[src/rtl/key_cmd_pkg.sv]
// Shared constants, sequencer state type and game defaults for the key command decoder.
package key_cmd_pkg;

   localparam logic [7:0] AsciiA       = 8'h41;
   localparam logic [7:0] AsciiD       = 8'h44;
   localparam logic [7:0] AsciiS       = 8'h53;
   localparam logic [7:0] AsciiW       = 8'h57;
   localparam logic [7:0] AsciiLowerA  = 8'h61;
   localparam logic [7:0] AsciiLowerZ  = 8'h7A;
   localparam logic [7:0] AsciiCaseBit = 8'h20;

   localparam int unsigned DefNumCh = 4;
   localparam int unsigned DefCntW  = 27;

   // Channel order is ch3..ch0: down, right, left, jump.
   localparam logic [8*DefNumCh-1:0]       DefKeyCodes   = {AsciiS, AsciiD, AsciiA, AsciiW};
   localparam logic [DefCntW*DefNumCh-1:0] DefHoldCycles = {DefNumCh{27'd50_000_000}};
   localparam logic [DefNumCh-1:0]         DefExclMask   = 4'b0110;

   typedef enum logic [1:0] {
      StIdle,
      StLoad,
      StWaitBusy,
      StWaitDone
   } tx_state_e;

   // Letters match in either case; every other code must match exactly.
   function automatic logic key_match(input logic [7:0] rx, input logic [7:0] code);
      logic [7:0] folded;
      folded = code | AsciiCaseBit;
      if (folded >= AsciiLowerA && folded <= AsciiLowerZ) begin
         return (rx | AsciiCaseBit) == folded;
      end
      return rx == code;
   endfunction

endpackage

[src/rtl/sync_fifo.sv]
// Single-clock FIFO with registered storage; push into a full FIFO is accepted only
// when a pop frees a slot in the same cycle.
module sync_fifo #(
   parameter int unsigned WIDTH = 8,
   parameter int unsigned DEPTH = 8
) (
   input  logic             clk,
   input  logic             reset_n,
   input  logic             push,
   input  logic [WIDTH-1:0] din,
   input  logic             pop,
   output logic             full,
   output logic             empty,
   output logic [WIDTH-1:0] dout
);

   localparam int unsigned AddrW = (DEPTH > 1) ? $clog2(DEPTH) : 1;
   localparam logic [AddrW:0] DepthCnt = DEPTH[AddrW:0];

   logic [WIDTH-1:0] mem_q [DEPTH];
   logic [AddrW-1:0] wr_ptr_q, wr_ptr_d, rd_ptr_q, rd_ptr_d;
   logic [AddrW:0]   count_q, count_d;
   logic             wr_en, rd_en;

   assign full  = (count_q == DepthCnt);
   assign empty = (count_q == '0);
   assign dout  = mem_q[rd_ptr_q];
   assign rd_en = pop & ~empty;
   assign wr_en = push & (~full | rd_en);

   always_comb begin
      wr_ptr_d = wr_ptr_q;
      rd_ptr_d = rd_ptr_q;
      count_d  = count_q;
      if (wr_en) begin
         wr_ptr_d = wr_ptr_q + AddrW'(1);
      end
      if (rd_en) begin
         rd_ptr_d = rd_ptr_q + AddrW'(1);
      end
      if (wr_en && !rd_en) begin
         count_d = count_q + (AddrW + 1)'(1);
      end else if (rd_en && !wr_en) begin
         count_d = count_q - (AddrW + 1)'(1);
      end
   end

   always_ff @(posedge clk) begin
      if (!reset_n) begin
         wr_ptr_q <= '0;
         rd_ptr_q <= '0;
         count_q  <= '0;
      end else begin
         wr_ptr_q <= wr_ptr_d;
         rd_ptr_q <= rd_ptr_d;
         count_q  <= count_d;
      end
   end

   always_ff @(posedge clk) begin
      if (wr_en) begin
         mem_q[wr_ptr_q] <= din;
      end
   end

endmodule

[src/rtl/key_cmd_decoder.sv]
// Turns received UART bytes into hold-timed per-channel command levels and echoes
// each recognised key back through a FIFO-fed transmit sequencer.
module key_cmd_decoder
   import key_cmd_pkg::*;
#(
   parameter int unsigned             NUM_CH        = DefNumCh,
   parameter int unsigned             CNT_W         = DefCntW,
   parameter logic [8*NUM_CH-1:0]     KEY_CODES     = DefKeyCodes,
   parameter logic [CNT_W*NUM_CH-1:0] HOLD_CYCLES   = DefHoldCycles,
   parameter bit                      RETRIG_EXTEND = 1'b0,
   parameter logic [NUM_CH-1:0]       EXCL_MASK     = DefExclMask,
   parameter int unsigned             FIFO_DEPTH    = 8,
   parameter int unsigned             BUSY_TIMEOUT  = 64
) (
   input  logic              clk,
   input  logic              reset_n,
   input  logic              cmd_enable,
   input  logic              received,
   input  logic [7:0]        rx_byte,
   input  logic              is_transmitting,
   output logic              transmit,
   output logic [7:0]        tx_byte,
   output logic [NUM_CH-1:0] cmd_active,
   output logic              echo_overflow
);

   localparam int unsigned TimerW = $clog2(BUSY_TIMEOUT + 1);

   logic [NUM_CH-1:0] raw_hit, hit, active_d, active_q;
   logic              excl_hit, found;

   // Only the lowest-indexed matching channel sees the key.
   always_comb begin
      raw_hit = '0;
      hit     = '0;
      found   = 1'b0;
      for (int i = 0; i < NUM_CH; i++) begin
         raw_hit[i] = received & cmd_enable & key_match(rx_byte, KEY_CODES[8*i +: 8]);
         if (raw_hit[i] && !found) begin
            hit[i] = 1'b1;
            found  = 1'b1;
         end
      end
   end

   assign excl_hit = |(hit & EXCL_MASK);

   for (genvar i = 0; i < NUM_CH; i++) begin : g_ch
      localparam logic [CNT_W-1:0] Hold = HOLD_CYCLES[CNT_W*i +: CNT_W];

      logic [CNT_W-1:0] cnt_d, cnt_q;
      logic [CNT_W:0]   sum;

      always_comb begin
         sum   = {1'b0, cnt_q} + {1'b0, Hold};
         cnt_d = cnt_q;
         if (!cmd_enable) begin
            cnt_d = '0;
         end else if (hit[i]) begin
            if (RETRIG_EXTEND) begin
               cnt_d = sum[CNT_W] ? '1 : sum[CNT_W-1:0];
            end else begin
               cnt_d = Hold;
            end
         end else if (EXCL_MASK[i] && excl_hit) begin
            cnt_d = '0;
         end else if (cnt_q != '0) begin
            cnt_d = cnt_q - CNT_W'(1);
         end
      end

      always_ff @(posedge clk) begin
         if (!reset_n) begin
            cnt_q <= '0;
         end else begin
            cnt_q <= cnt_d;
         end
      end

      assign active_d[i] = (cnt_q != '0);
   end

   logic       fifo_push, fifo_pop, fifo_full, fifo_empty;
   logic [7:0] fifo_dout;
   logic       echo_overflow_d, echo_overflow_q;

   assign fifo_push = |hit;

   sync_fifo #(
      .WIDTH(8),
      .DEPTH(FIFO_DEPTH)
   ) u_echo_fifo (
      .clk    (clk),
      .reset_n(reset_n),
      .push   (fifo_push),
      .din    (rx_byte),
      .pop    (fifo_pop),
      .full   (fifo_full),
      .empty  (fifo_empty),
      .dout   (fifo_dout)
   );

   assign echo_overflow_d = echo_overflow_q | (fifo_push & fifo_full & ~fifo_pop);

   tx_state_e         state_d, state_q;
   logic [7:0]        tx_byte_d, tx_byte_q;
   logic [TimerW-1:0] timer_d, timer_q;

   // tx_byte only changes when leaving idle, so it stays stable for the whole echo.
   always_comb begin
      state_d   = state_q;
      tx_byte_d = tx_byte_q;
      timer_d   = timer_q;
      fifo_pop  = 1'b0;
      unique case (state_q)
         StIdle: begin
            if (!fifo_empty) begin
               tx_byte_d = fifo_dout;
               state_d   = StLoad;
            end
         end
         StLoad: begin
            timer_d = '0;
            state_d = StWaitBusy;
         end
         StWaitBusy: begin
            if (is_transmitting) begin
               state_d = StWaitDone;
            end else if (timer_q == TimerW'(BUSY_TIMEOUT - 1)) begin
               state_d = StIdle;
            end else begin
               timer_d = timer_q + TimerW'(1);
            end
         end
         StWaitDone: begin
            if (!is_transmitting) begin
               fifo_pop = 1'b1;
               state_d  = StIdle;
            end
         end
         default: state_d = StIdle;
      endcase
   end

   always_ff @(posedge clk) begin
      if (!reset_n) begin
         state_q         <= StIdle;
         tx_byte_q       <= '0;
         timer_q         <= '0;
         active_q        <= '0;
         echo_overflow_q <= 1'b0;
      end else begin
         state_q         <= state_d;
         tx_byte_q       <= tx_byte_d;
         timer_q         <= timer_d;
         active_q        <= active_d;
         echo_overflow_q <= echo_overflow_d;
      end
   end

   assign transmit      = (state_q == StLoad);
   assign tx_byte       = tx_byte_q;
   assign cmd_active    = active_q;
   assign echo_overflow = echo_overflow_q;

endmodule

[config.mk]
export PLATFORM = sky130hd
export DESIGN_NAME = key_cmd_decoder
export DESIGN_NICKNAME = d
export VERILOG_FILES = /design/src/rtl/key_cmd_pkg.sv /design/src/rtl/sync_fifo.sv /design/src/rtl/key_cmd_decoder.sv
export SDC_FILE = /design/constraint.sdc
export NUM_CORES = 1
export LEC_CHECK = 0
export CAP_MARGIN = 20
export CORE_MARGIN = 4
export CORE_UTILIZATION = 47
export CTS_CLUSTER_DIAMETER = 200
export DETAILED_ROUTE_END_ITERATION = 10
export GPL_ROUTABILITY_DRIVEN = 0
export GPL_TIMING_DRIVEN = 0
export HOLD_SLACK_MARGIN = 0.06
export SYNTH_ARGS = -nofsm -noshare
export SYNTH_HDL_FRONTEND = slang
export SYNTH_SLANG_ARGS = --single-unit
[constraint.sdc]
create_clock -name clk -period 5.32 [get_ports clk]
set_input_delay 1.33 -clock clk [delete_from_list [all_inputs] [get_ports clk]]
set_output_delay 1.33 -clock clk [all_outputs]
set_load 0.01 [all_outputs]
==> results.toml <==
[clock_tree]
clkTransAtPathRegs_ns = 0.06
ctsRootBufferMaster = "clkbuf_16"
clock-sinks = 204
cts_max_level = 1
ctsHoldBuffers = 0
post-cts-setup-buffers = 0
post_cts_resize_count = 0
cts_tree = "built"
clock_path_buffers = 3
cts_buffers = 23
insertion_delay_ns = 0.50

[layout]
fin_util_pct = 55.6
drive_gt1_share_pct = 7.93
nets = 979
nFillCells = 1763
final_cells = 1231
syn_to_final_growth_pct = 14.7
antennaDiodeCount = 0

[timing]
hold_violations = 0
clock.fmax_ghz = 0.219
worst_slack_ns = 0.751
final_max_slew_viol_count = 0
rsz0062_at_grt = "false"
layout_min_cycle_time_ns = 4.57
relSlewSlack_pct = 35.5
period_share_pct = 85.9
tightest_slew_ns = 0.961
setup_violations = 0
skew_ns = 0.00953

[route]
num_vias = 6874
wl_per_cell_um = 15.9
dr.pass1.iters = 5
route.detailed.drc = 0
routed_wl_um = 19500
drt_iter0_drc = 386
avgViaCountPerCell = 5.58
detail-route-antenna-nets = 0

[power_and_ir_drop]
p_per_area_mw_per_mm2 = 654
p_leak_nw = 3.87
ir_drop_v = 0.000390

[critical_path]
required_ns = 5.74
end_kind = "flip-flop"
critical_path.top_delay_family = "buffers and inverters"
crit_fanout = 12
cp.arrival_ns = 4.99
cp.buffers_inverters = 4
worstPathCellList = "clkdlybuf4s50_1 > inv_1 > nor4_1 > o21ai_1 > inv_1 > ha_1 > inv_1 > ha_1 > a21o_1 > a21oi_1 > xnor2_1 > or3_1 > a21boi_0"
slowest_delay_ns = 0.76
cpMostUsedCell = "inv_1"
critical-path-slowest-cell = "clkdlybuf4s50_1"
start_kind = "input pin"
crit_type = "input pin to flip-flop"

[yosys]
ys_seq_elements = 204
syn-num-nets = 922
async_reset_ff_share_pct = 0
avgSynthCellArea_um2 = 10.3
synth_warnings = 0
ys.flop_type = "dfxtp_1"
syn_inst = 898
yosysSeqAreaShare_pct = 51.3
syn_area_mm2 = 0.00922
synth_edf_count = 64
synth_cell_types = 56

[run]
maxCapViolations = 0

[run_status]
status = "completed"

[global_routing]
grt_remaining_overflow = 0
first_global_vias = 6543
grt_pass1_wl_um = 32900
grt_usage_pct = 17.9
grt_max_degree = 14
antenna_found_initial = 0

[placed_design]
dp_cells = 1190
pre_cts_slack_ns = 0.276
port_buffers = 24
dp_hpwl_um = 13400

[floorplan]
rows = 50
chipWidth_um = 148
core_area_mm2 = 0.0190
die_y_um = 148
initial_utilization_pct = 48.5
die_area_mm2 = 0.0219
io_pins = 27

[hold_path]
hp-class = "flip-flop to flip-flop"
## layout by cell type, fill, tap and decap left out, types with 25 or more instances in the layout
master and count:
nor3_1 36, edfxtp_1 64, o21ai_0 48, dfxtp_1 140, clkbuf_1 37, or4_1 30, nor2_1 76, xor2_1 25
or3_1 35, a21oi_1 34, xnor2_1 41, nor4_1 27, nand2_1 55
## registers in the layout, indices dropped and copies added, names as in the netlist
register              cells
u_echo_fifo.wr_ptr_q      3
timer_q                   7
u_echo_fifo.count_q       4
g_ch.cnt_q              108
tx_byte                   8
echo_overflow             1
u_echo_fifo.mem_q        64
u_echo_fifo.rd_ptr_q      3
cmd_active                4
state_q                   2
## kinds of logic after synthesis
family	Yosys count	share of synthesized area [%]
multiplexers	33	5.77
flip-flops	204	51.3
buffers and inverters	62	2.55
AND/OR/NAND/NOR	352	20.7
adder cells (fa/ha/maj)	11	1.57
XOR/XNOR	66	6.27
AO/OA/AOI/OAI	170	11.9
## cell type report
| class | instances | area (um^2) | area share, % |
|---|---|---|---|
| plain buffers | 42 | 160 | 1.51 |
| multi-input cells | 632 | 4280 | 40.4 |
| inverters | 20 | 75.1 | 0.710 |
| clock inverters | 14 | 118 | 1.11 |
| flip-flops and latches | 204 | 4720 | 44.7 |
| repair buffers | 32 | 293 | 2.77 |
| clock buffers | 27 | 601 | 5.68 |
| well taps | 260 | 325 | 3.08 |
## final timing paths
path                                          endpoint  depth (start not counted)              startpoint  slack (ns)
worst min-delay path                 g_ch[1].cnt_q[26]                          2       g_ch[1].cnt_q[26]        0.43
worst max register to register  u_echo_fifo.count_q[3]                         12  u_echo_fifo.count_q[0]        1.82
worst min register to register       g_ch[1].cnt_q[26]                          2       g_ch[1].cnt_q[26]        0.43
worst max-delay path            u_echo_fifo.count_q[3]                         13              rx_byte[2]        0.75
## per-stage QoR
stage | hold slack (ns) | TNS, ns | power (W) | instance area [um^2]
after floorplan | 0.412 | 0 | 0.00469 | 9220
after global placement | 0.424 | -9.97 | 0.00539 | 9780
after detailed placement | 0.429 | 0 | 0.00540 | 9850
after CTS | 0.440 | 0 | 0.00697 | 10600
after global routing | 0.455 | 0 | 0.00749 | 10600
final | 0.435 | 0 | 0.00691 | 10600
## per-layer routing
layer  vias to the layer above  track usage (%)  routed length (um)
met1                      3276             25.8                9630
met3                        26             2.76                 691
met2                        91             28.8                8890
li1                       3481                -                   -
met4                         0             4.20                 311
met5                         -                0                   0
## synth_stat cells, types with 5 or more instances
library cell,instances,area share (%)
clkbuf_1,34,1.4
nor2_1,76,3.1
mux2i_1,16,1.7
a31oi_1,15,1.0
or2_2,6,0.41
nand3_1,24,1.3
or4_1,30,2.4
and3_1,5,0.34
a211oi_1,9,0.73
nand4b_1,5,0.48
dfxtp_1,140,30
inv_1,20,0.81
o21ai_0,48,2.6
nor3_1,36,2.0
a21oi_1,34,1.8
nand2_1,55,2.2
mux4_2,16,3.9
and2_1,13,0.88
nor2b_1,5,0.34
o311ai_0,6,0.57
nor4_1,28,1.9
xnor2_1,41,3.9
edfxtp_1,64,21
nor3b_1,6,0.49
or3_1,35,2.4
o31ai_1,14,1.1
o211a_1,10,1.1
xor2_1,25,2.4
a21boi_0,9,0.73
buf_1,6,0.24
ha_1,10,1.4
o211ai_1,8,0.65
nand4_1,8,0.54
## worst min-delay path: cells and delay by family (launching register included)
family          cells  cell delay (ns)
flops               1             0.31
simple gates        1             0.05
compound gates      1             0.03
## report_power, final
group	internal [W]	switching, W
clock network	0.000900	0.000611
registers	0.00187	0.000256
logic	0.00134	0.00193
total	0.00411	0.00280
No activity file was read; power rests on OpenSTA's default activity.
